[src/rtl/sram_arb_pkg.sv]
// rtl/sram_arb_pkg.sv - shared types and helpers for the round-robin SRAM arbiter
package sram_arb_pkg;

  typedef enum logic [1:0] {
    S_IDLE,
    S_RD,
    S_RSP
  } ArbState;

  // Index width for n requesters; never narrower than one bit.
  function automatic int idw(input int n);
    return (n > 1) ? $clog2(n) : 1;
  endfunction

endpackage

[src/rtl/rr_pick.sv]
// rtl/rr_pick.sv - combinational round-robin picker: first set mask bit at or after ptr
module rr_pick
  import sram_arb_pkg::*;
#(
  parameter int N  = 4,
  parameter int IW = idw(N)
) (
  input  logic [N-1:0]  mask,
  input  logic [IW-1:0] ptr,
  output logic [N-1:0]  grant_oh,
  output logic [IW-1:0] grant_idx,
  output logic          any
);

  always_comb begin
    int idx;
    idx       = 0;
    grant_oh  = '0;
    grant_idx = '0;
    any       = 1'b0;
    for (int i = 0; i < N; i++) begin
      // ptr is always < N, so one subtraction is enough to wrap
      idx = int'(ptr) + i;
      if (idx >= N) idx = idx - N;
      if (!any && mask[idx]) begin
        any           = 1'b1;
        grant_oh[idx] = 1'b1;
        grant_idx     = IW'(idx);
      end
    end
  end

endmodule

[src/rtl/sram_rr_arbiter.sv]
// rtl/sram_rr_arbiter.sv - shares one single-port SRAM among N_REQ rdyack requesters, round-robin
module sram_rr_arbiter
  import sram_arb_pkg::*;
#(
  parameter int N_REQ = 4,
  parameter int AW    = 10,
  parameter int DW    = 16,
  localparam int IDW  = idw(N_REQ)
) (
  input  logic                      i_clk,
  input  logic                      i_rst,
  input  logic [N_REQ-1:0]          req_rdy,
  output logic [N_REQ-1:0]          req_ack,
  input  logic [N_REQ-1:0]          req_we,
  input  logic [N_REQ-1:0][AW-1:0]  req_addr,
  input  logic [N_REQ-1:0][DW-1:0]  req_wdata,
  output logic                      rsp_rdy,
  input  logic                      rsp_ack,
  output logic [IDW-1:0]            rsp_id,
  output logic [DW-1:0]             rsp_data,
  output logic                      sram_ce,
  output logic                      sram_we,
  output logic [AW-1:0]             sram_addr,
  output logic [DW-1:0]             sram_wdata,
  input  logic [DW-1:0]             sram_rdata
);

  ArbState          state, state_nxt;
  logic [IDW-1:0]   rr_ptr;
  logic [IDW-1:0]   rd_id;
  logic [N_REQ-1:0] elig;
  logic [N_REQ-1:0] grant_oh;
  logic [IDW-1:0]   grant_idx;
  logic             grant_any;
  logic             grant_rd;

  // Only writes may overlap a pending response; reads wait for the port to be free again.
  always_comb begin
    elig = '0;
    case (state)
      S_IDLE:  elig = req_rdy;
      S_RSP:   elig = req_rdy & req_we;
      default: elig = '0;
    endcase
    if (i_rst) elig = '0;
  end

  rr_pick #(
    .N  (N_REQ),
    .IW (IDW)
  ) u_pick (
    .mask      (elig),
    .ptr       (rr_ptr),
    .grant_oh  (grant_oh),
    .grant_idx (grant_idx),
    .any       (grant_any)
  );

  assign req_ack    = grant_oh;
  assign sram_ce    = grant_any;
  assign sram_we    = grant_any & req_we[grant_idx];
  assign sram_addr  = req_addr[grant_idx];
  assign sram_wdata = req_wdata[grant_idx];
  assign grant_rd   = grant_any & ~req_we[grant_idx];
  assign rsp_rdy    = (state == S_RSP);

  always_comb begin
    state_nxt = state;
    case (state)
      S_IDLE:  if (grant_rd) state_nxt = S_RD;
      S_RD:    state_nxt = S_RSP;
      S_RSP:   if (rsp_ack) state_nxt = S_IDLE;
      default: state_nxt = S_IDLE;
    endcase
  end

  always_ff @(posedge i_clk) begin
    if (i_rst) begin
      state    <= S_IDLE;
      rr_ptr   <= '0;
      rd_id    <= '0;
      rsp_id   <= '0;
      rsp_data <= '0;
    end else begin
      state <= state_nxt;
      if (grant_any) begin
        rr_ptr <= (grant_idx == IDW'(N_REQ - 1)) ? '0 : grant_idx + 1'b1;
      end
      if (state == S_IDLE && grant_rd) begin
        rd_id <= grant_idx;
      end
      // SRAM data is captured once, so later writes to the same address cannot disturb it
      if (state == S_RD) begin
        rsp_data <= sram_rdata;
        rsp_id   <= rd_id;
      end
    end
  end

endmodule
[config.mk]
export PLATFORM = sky130hd
export DESIGN_NAME = sram_rr_arbiter
export DESIGN_NICKNAME = d
export VERILOG_FILES = /design/src/rtl/sram_arb_pkg.sv /design/src/rtl/rr_pick.sv /design/src/rtl/sram_rr_arbiter.sv
export SDC_FILE = /design/constraint.sdc
export NUM_CORES = 1
export LEC_CHECK = 0
export CORE_MARGIN = 5
export CORE_UTILIZATION = 35
export DETAILED_ROUTE_END_ITERATION = 8
export PLACE_DENSITY = 0.83
export SETUP_SLACK_MARGIN = 0.05
export SYNTH_ARGS = -nofsm -noshare
export SYNTH_HDL_FRONTEND = slang
export SYNTH_SLANG_ARGS = --single-unit
[constraint.sdc]
create_clock -name i_clk -period 7.35 [get_ports i_clk]
set_clock_uncertainty 0.2 [all_clocks]
set_input_delay 2.205 -clock i_clk [delete_from_list [all_inputs] [get_ports i_clk]]
set_output_delay 2.205 -clock i_clk [all_outputs]
set_load 0.01 [all_outputs]
======== Yosys cells after proc, flatten, opt, wreduce, memory -nomap -nowiden ========
Index checks and enable logic that the tools add are counted.
W data, S select, Z words.
storage, ports and cells
  register bits ........................... 24
  input port bits ......................... 131
  output and inout port bits .............. 51
operators by class
  magnitude comparators ................... 13
  bitwise operators ....................... 7
  eq/ne operators ......................... 5
  mux-type cells .......................... 48
  $add $sub $neg .......................... 8
  reductions and logical operators ........ 13
operator list
  cell                     count
  $ge A32 B1 Y1 const B    4
  $lt A32 B4 Y1 const B    4
  $mux W32                 4
  $ge A32 B4 Y1 const B    3
  $sub A32 B4 Y32 const B  3
  $bmux W16 S2             1
  $bmux W10 S2             1
  $mux W4                  5
  $mux W1                  17
  $mux W16                 1
  $mux W2                  7
  $or A4 B4 Y4             3
  $bmux W1 S2              5
  $mux W10                 1
  $demux W1 S2             4
  $logic_and A1 B1 Y1      8
  $pmux W4 S2              1
  $add A2 B2 Y3 const B    2
  $pmux W2 S3              1
  $and A4 B4 Y4            1
  $eq A2 B2 Y1 const B     2
  $sub A2 B3 Y4 const B    1
  $add A2 B1 Y3 const B    1
  $ge A2 B3 Y1 const B     1
  other kinds (10)         13

======== Depth between registers and ports, before layout ========
Gate-level depths: netlist (run 1).
  depth in word-level cells ............... 22
  mapped depth ............................ 13

======== By module ========
A second synthesis (run 1) with hierarchy kept.
second synthesis, totals
  cells, all modules ...................... 200
  area, all modules ....................... 2077.0 sq um
modules (own cells, without submodules)
  module           seq. area each (sq um)  cells an instance  area each (sq um)  instances
  sram_rr_arbiter  480.5                   152                1616.6             1
  rr_pick          0.0                     48                 460.4              1

======== Least setup slack after synthesis (run 1) ========
Ideal clock, no wire load.
  path type ............................... input-to-output
  start point ............................. input port i_rst
  end point ............................... output port sram_addr[0]
  setup slack ............................. 1.032 ns
  stages .................................. 7
  arrival time ............................ 3.913 ns
  required time ........................... 4.945 ns
  cells stage by stage .................... or2_2 -> clkbuf_1 -> a311o_1 -> a221oi_4 -> nand2_4 -> buf_2 -> a21oi_1
on the way
  longest elaborated chain between the ends .. 16
  elaborated cells between the ends (all ways) .. 28
ends and longest elaborated chain
  element                                      line                   source
  start: declaration                           sram_rr_arbiter.sv:11  input logic i_rst,
  $mux W4 *                                    sram_rr_arbiter.sv:45  if (i_rst) elig = '0;
  $bmux W1 S2                                  rr_pick.sv:25          if (!any && mask[idx]) begin
  $mux W1 (not written as such) (2 in series)  rr_pick.sv:25
  $mux W1                                      rr_pick.sv:25
  $logic_not A1 Y1                             rr_pick.sv:25
  $logic_and A1 B1 Y1                          rr_pick.sv:25
  $mux W1                                      rr_pick.sv:25
  $logic_not A1 Y1                             rr_pick.sv:25
  $logic_and A1 B1 Y1                          rr_pick.sv:25
  $mux W1                                      rr_pick.sv:25
  $logic_not A1 Y1                             rr_pick.sv:25
  $logic_and A1 B1 Y1                          rr_pick.sv:25
  $mux W2 *                                    rr_pick.sv:25
  $bmux W10 S2 *                               sram_rr_arbiter.sv:62  assign sram_addr = req_addr[grant_idx];
  $mux W10 (not written as such) *             sram_rr_arbiter.sv:62
  end: declaration                             sram_rr_arbiter.sv:23  output logic [AW-1:0] sram_addr,
Every way passes the cells marked *; elsewhere a longest branch is shown, timed or not. The select of a mux whose other input is x is not followed.

======== Worst setup path in the final report (run 1) ========
  start point ............................. input port req_rdy[3]
  end point ............................... output port sram_we
on the way
  longest elaborated chain between the ends .. 19
  elaborated cells between the ends (all ways) .. 32
ends and longest elaborated chain
  element                                      line                   source
  start: declaration                           sram_rr_arbiter.sv:12  input logic [N_REQ-1:0] req_rdy,
  $and A4 B4 Y4                                sram_rr_arbiter.sv:42  S_RSP: elig = req_rdy & req_we;
  $pmux W4 S2 *                                sram_rr_arbiter.sv:40  case (state)
  $mux W4 *                                    sram_rr_arbiter.sv:45
  $bmux W1 S2                                  rr_pick.sv:25
  $mux W1 (not written as such) (2 in series)  rr_pick.sv:25
  $mux W1                                      rr_pick.sv:25
  $logic_not A1 Y1                             rr_pick.sv:25
  $logic_and A1 B1 Y1                          rr_pick.sv:25
  (+2 left out)                                --
  $logic_and A1 B1 Y1                          rr_pick.sv:25
  $mux W1                                      rr_pick.sv:25
  $logic_not A1 Y1                             rr_pick.sv:25
  $logic_and A1 B1 Y1                          rr_pick.sv:25
  $mux W2                                      rr_pick.sv:25
  $bmux W1 S2                                  sram_rr_arbiter.sv:61  assign sram_we = grant_any & req_we[grant_idx];
  $mux W1 (not written as such)                sram_rr_arbiter.sv:61
  $and A1 B1 Y1 *                              sram_rr_arbiter.sv:61
  end: declaration                             sram_rr_arbiter.sv:22  output logic sram_we,
Marks and branches as above.

==> run metrics, run 1 <==
outcome=finished, final reports clean; share of cells above drive strength 1=0.127; largest net degree at the start of global routing=29; RSZ-0062 raised after global routing=true; Final Non-Filler Cells=592; CTS sink count=24; Max rail drop VDD=0.000146 V; Inst Count DP=587; Tightest Hold Check Type=reg2reg; H-tree depth=1; final instance area=0.00456 mm2; Max Clk Rate=138 MHz; Mapped Area=0.00249 mm2; FF-to-FF End=rd_id[0]$_SDFFE_PP0P_; global-route wire length before repair=14.5 mm; top cell type's share of synthesized area=0.193; Syn Area/Cell=7.94 um2; first drt pass iteration count=4; synth top area cells=dfxtp_1 19%, mux2i_1 15%, mux2_2 12%; starting density of the core=0.363; Crit. End Element=primary output; layout net count=636; FF-to-FF Start=rr_ptr[0]$_SDFFE_PP0P_; Synth warnings=0; R2R Setup Slk=4.02 ns; CTS Buf Count=3; Core ar.=0.00687 mm2; Power Dens Cells=279 mW/mm2; worst-case hold path end point=rsp_data[6]$_SDFFE_PP0N_; Slew HR=0.188; gr ovfl total=0; endpoints failing setup=0; most common cell in the synthesized netlist=a21oi_1; R2R depth=12; P&R area growth vs syn=83.0%; Synth cell types=52; Top FF cell, synth=dfxtp_1; Max-cap violations=0; ANT cells=0; commonest cells in the netlist=50 x a21oi_1, 48 x nand2_1, 38 x mux2i_1; cell count after synthesis=314; final hold violation count=0; drt wl/cell=16.2 um; WL final=9.58 mm; area of placed instances=0.00445 mm2; area leader, netlist=dfxtp_1; initial antenna violation count=0; row count=30; syn nets=453; crit path max-delay cell type=clkdlybuf4s50_1; Period minus WS final=7.24 ns; critical path fanouts, max=6; io pins=182; GPL Wtd Cong=0.868; sequential area share after synthesis=0.193; CP Data Arrival Time=4.84 ns; ANT nets after route=0; TritonCTS clock tree=built; FFs w/ async S/R, synth=0; Req. time, crit path=4.95 ns; crit share post-route=0.985; critical path's largest stage delay=0.58 ns; hpwl dp=8.09 mm; crit-path cells=clkdlybuf4s50_1, mux2_2, o2bb2ai_1, a311o_1, a221oi_4, buf_4, o2bb2ai_1, and3_2, clkdlybuf4s50_1; pins over their slew limit=0; Tightest Pin Transition=1.22 ns; hold path cells=2; CTS root buffer=clkbuf_8; Clock Latency Late Sink=0.27 ns; Post-synth EDFFs=0; die area=0.00891 mm2; Die H=94.4 um; CP Launch Type=input pin; static leakage=0.00174 uW; Bufs on Longest Clock Path=2; CP Class=in2out; Die W=94.4 um; Global Route Usage Sum=0.204; min-delay src=rsp_data[6]$_SDFFE_PP0N_; Initial DRC Count=80; Vias/cell=5.03; setup TNS=0 ns; Port Buffers=181; Clock transition at path regs=0.08 ns; # DRC=0; Fillers=580; vias in the first global route=2988; Yosys reg bits=24; total number of vias=2977
cells in the final DEF (no fill, tap or decap), types with 4 or more instances in the layout:
cell type        netlist  routed
o21ai_0                4       4
buf_4                  3      13
dlymetal6s2s_1         0       7
nand2_1               48      48
mux2_2                27      27
nor2_1                31      31
dfxtp_1               24      24
ha_1                   8       8
inv_1                  5       5
clkdlybuf4s50_1        0     174
a21boi_0               8       8
a22oi_1                5       4
o221ai_1               4       4
mux2i_1               38      37
a21oi_1               50      49
buf_12                 0       4
metal layers:
layer / vias to the layer above / wire, um / GRT usage
met5: - / 0 / 0
met4: 0 / 167 / 0.0433
met3: 12 / 838 / 0.0709
met2: 123 / 5040 / 0.395
met1: 1333 / 3530 / 0.208
li1: 1509 / - / -
worst max-delay path: cells and delay by family:
kind / cells / cell delay (ns)
AO/OA/AOI/OAI: 4 / 0.91
buffers and inverters: 3 / 1.29
multiplexers: 1 / 0.21
AND/OR/NAND/NOR: 1 / 0.22
metrics by stage:
step                 util  hold slack, ns  worst slack, ns  total power [uW]
finish              0.664           0.256            0.108              1270
global route        0.664           0.262          0.00591              1360
CTS                 0.659           0.259           0.0617              1280
detailed placement  0.648           0.242           0.0486              1160
global placement    0.648           0.242           0.0927              1140
floorplan               -           0.227             1.03               743
state kept, by name (all words and copies together) (netlist names):
register / flops
rsp_data: 16
rd_id: 2
rr_ptr: 2
rsp_id: 2
state: 2
what timing repair did:
action,in CTS,in global routing
hold buffers,0,0
endpoints found under the setup margin,0,30
gates resized for setup,0,10
buffers inserted,0,1
logic make-up after synthesis:
logic type | share of synthesized area
muxes | 0.274
DFF | 0.193
buffers and inverters | 0.0642
adders and majority gates | 0.0401
AOI/OAI and AO/OA | 0.266
xor gates and xnor gates | 0.00351
and+or+nand+nor | 0.159
power breakdown:
part           switching (uW)  internal [uW]  total, uW  leakage (uW)
Sequential               26.0            159        185      0.000196
Clock                    41.5           72.8        114     0.0000357
Combinational             457            515        972       0.00151
worst max-delay path by stage:
stage,slack [ns],depth (start not counted),end,from
after floorplan,1.03,7,sram_addr[0],i_rst
after global placement,0.09,9,sram_wdata[11],req_we[3]
after detailed placement,0.05,9,sram_we,req_we[3]
after CTS,0.06,9,sram_we,req_we[3]
after global routing,0.006,9,sram_we,req_rdy[3]
final,0.11,9,sram_we,req_rdy[3]
final cells by class:
cell class / count / area, um2 / share of cell area
timing repair buffer: 198 / 2010 / 0.440
multi-input combinational: 265 / 1870 / 0.409
inverter: 5 / 18.8 / 0.00411
clock inverter: 1 / 30.0 / 0.00658
tap: 96 / 120 / 0.0263
sequential: 24 / 480 / 0.105
clock buffer: 3 / 41.3 / 0.00905
(Power assumes the default switching activity.)
==> run 2, diff against run 1 <==
- ABC_CLOCK_PERIOD_IN_PS: unset -> 7350
==> results of run 2 <==
No change in the layout: final DEF, timing and power equal those of run 1.
==> edit: new RTL, flow settings as in run 2 <==
Set the parameter `AW` to 9 (it was 10).
--- a/src/rtl/sram_rr_arbiter.sv
+++ b/src/rtl/sram_rr_arbiter.sv
@@ -3,7 +3,7 @@
   import sram_arb_pkg::*;
 #(
   parameter int N_REQ = 4,
-  parameter int AW    = 10,
+  parameter int AW    = 9,
   parameter int DW    = 16,
   localparam int IDW  = idw(N_REQ)
 ) (
Interface: changed (resized req_addr and sram_addr); port bits go from 182 to 177. No check against the original RTL was run, so the function may have changed too.
==> edit against run 2 <==
- area after synthesis is 5.8% lower
- total power up 52%
- highest routed layer unchanged
- count of clock-buffer cells in the layout did not move
- critical path type unchanged
- critical endpoint is now sram_wdata[5]
- sequential cell count stayed put
- sequential power is 6% higher
- worst setup slack better by 0.015 ns
- cell area up 1.7%
- wire length grew 3.7%
- final cell count fell by 2.7%
==> edit: results (changes against run 2) <==
| Metric | Value |
|---|---|
| Cell count of the worst hold path | `2 (unchanged)` |
| Final wirelength | `9.933 mm (+3.7%)` |
| DP Wirelength | `8.180 mm (+1.2%)` |
| Top post-synthesis cells by area | `dfxtp_1, mux2i_1, a21oi_1, a211oi_1, nand2_1` |
| Share of post-route cells with drive strength above 1 | `0.1643 (+0.03731)` |
| Rel. slew slack | `0.2032 (+0.01510)` |
| Inserted Diodes | `0 (unchanged)` |
| Clk_lat worst skew | `0.26 ns` |
| Post-synth net total | `438 (-3.3%)` |
| Post-synthesis sequential area ratio | `0.2046 (+0.01191)` |
| GRT Total Usage | `0.2163 (+0.01267)` |
| Max FO, Critical Path | `12 (+6)` |
| Worst reg2reg setup slack | `3.56 ns (-0.46 ns)` |
| First-pass GRT wire length | `15.16 mm (+4.7%)` |
| Cells on worst reg2reg path | `13 (+1)` |
| Post-synth cell types | `55 (+5.8%)` |
| Max IR drop VDD | `0.0002164 V (+49%)` |
| Hold EP | `rsp_data[1]` |
| Outcome | `complete, no violations` |
| CP startpoint | `req_we[0]` |
| Placed Area | `4407 µm² (-1.1%)` |
| Initial antenna violation count | `0 (unchanged)` |
| Hold_sp | `rsp_data[1]` |
| Port Buf Inserts | `176 (-2.8%)` |
| Top post-synthesis cells by count | `a21oi_1, nand2_1, mux2i_1, a211oi_1, dfxtp_1` |
| Detailed-route via count | `2993 (+0.54%)` |
| Largest net degree at the start of global routing | `41 (+41%)` |
| Worst R2R End | `rr_ptr[0]` |
| Slowest CP cell | `clkdlybuf4s50_1` |
| RD Place Congestion | `0.9559 (+10%)` |
| Worst r2r src | `rr_ptr[1]` |
| Crit-path max cell delay | `0.43 ns (-0.15 ns)` |
| Leak | `1.750 nW (+0.33%)` |
| Starting DRC count in detailed routing | `64 (-20%)` |
## edit: cell count changes after synthesis, moves of 9 or more
cell | run 2 | this run
nor2_1 | 31 | 5
mux2_2 | 27 | 1
and2_1 | 1 | 18
mux2i_1 | 38 | 27
a211oi_1 | 3 | 25
nand2_1 | 48 | 39
## edit: repair_timing
action                                 4_1_cts  5_1_grt
pin swaps                                    5        5
hold buffers                                 0        0
gates resized for setup                     37       31
endpoints found under the hold margin        0        0
cloned                                       0        1
setup endpoints to repair                   26       26
setup buffers                                1        1
## edit: worst reg2reg max path, delay by kind of cell (launching register included)
| kind | cells | cell delay, ns |
|---|---|---|
| flops | 1 | 0.57 |
| compound gates | 4 | 0.94 |
| simple gates | 3 | 0.76 |
| fa+ha+maj | 2 | 0.63 |
| buf+inv | 4 | 0.62 |
## edit: worst max-delay path by stage
stage,cells past startpoint,end,slack [ns]
after floorplan,10,sram_we,0.79
after global placement,12,sram_we,-0.26
after detailed placement,12,sram_we,-0.37
after CTS,13,sram_wdata[9],0.03
after global routing,13,sram_wdata[3],-0.02
final,13,sram_wdata[5],0.12
## edit: through the flow
| step | power, mW | setup TNS (ns) | setup WS [ns] | hold slack (ns) | cells |
|---|---|---|---|---|---|
| after floorplan | 1.050 | 0 | 0.7936 | 0.2321 | 302 |
| after global placement | 1.788 | -4.939 | -0.2628 | 0.2419 | 569 |
| after detailed placement | 1.815 | -7.738 | -0.3718 | 0.2485 | 569 |
| after CTS | 1.856 | 0 | 0.03115 | 0.2607 | 574 |
| after global routing | 2.082 | -0.03726 | -0.01777 | 0.2857 | 576 |
| final | 1.933 | 0 | 0.1229 | 0.2587 | 576 |
## edit: final cells by class
class | count | area, µm²
well taps | 77 | 96.34
flip-flops and latches | 24 | 480.5
clock inverters | 1 | 30.03
multi-input cells | 247 | 1851
fillers | 500 | 1782
repair buffers | 217 | 2113
inverters | 7 | 28.78
clock buffers | 3 | 41.29
## edit: cells by family after synthesis
group	after synthesis	share of synthesized area
and+or+nand+nor	103	0.2397
AOI/OAI and AO/OA	106	0.3106
DFF	24	0.2046
muxes	29	0.1257
adders and majority gates	9	0.04795
buffers and inverters	31	0.07138
## edit: report_power, final
part	internal, mW	total, mW	switching [mW]
clock network	0.0728	0.116	0.0427
registers	0.166	0.197	0.0310
logic	0.805	1.62	0.815
total	1.04	1.93	0.889
## edit: layer usage
layer | routed length [µm] | track usage
met1 | 3743 | 0.2448
met2 | 5391 | 0.4088
met3 | 625 | 0.05483
met4 | 173 | 0.04208
met5 | 0 | 0
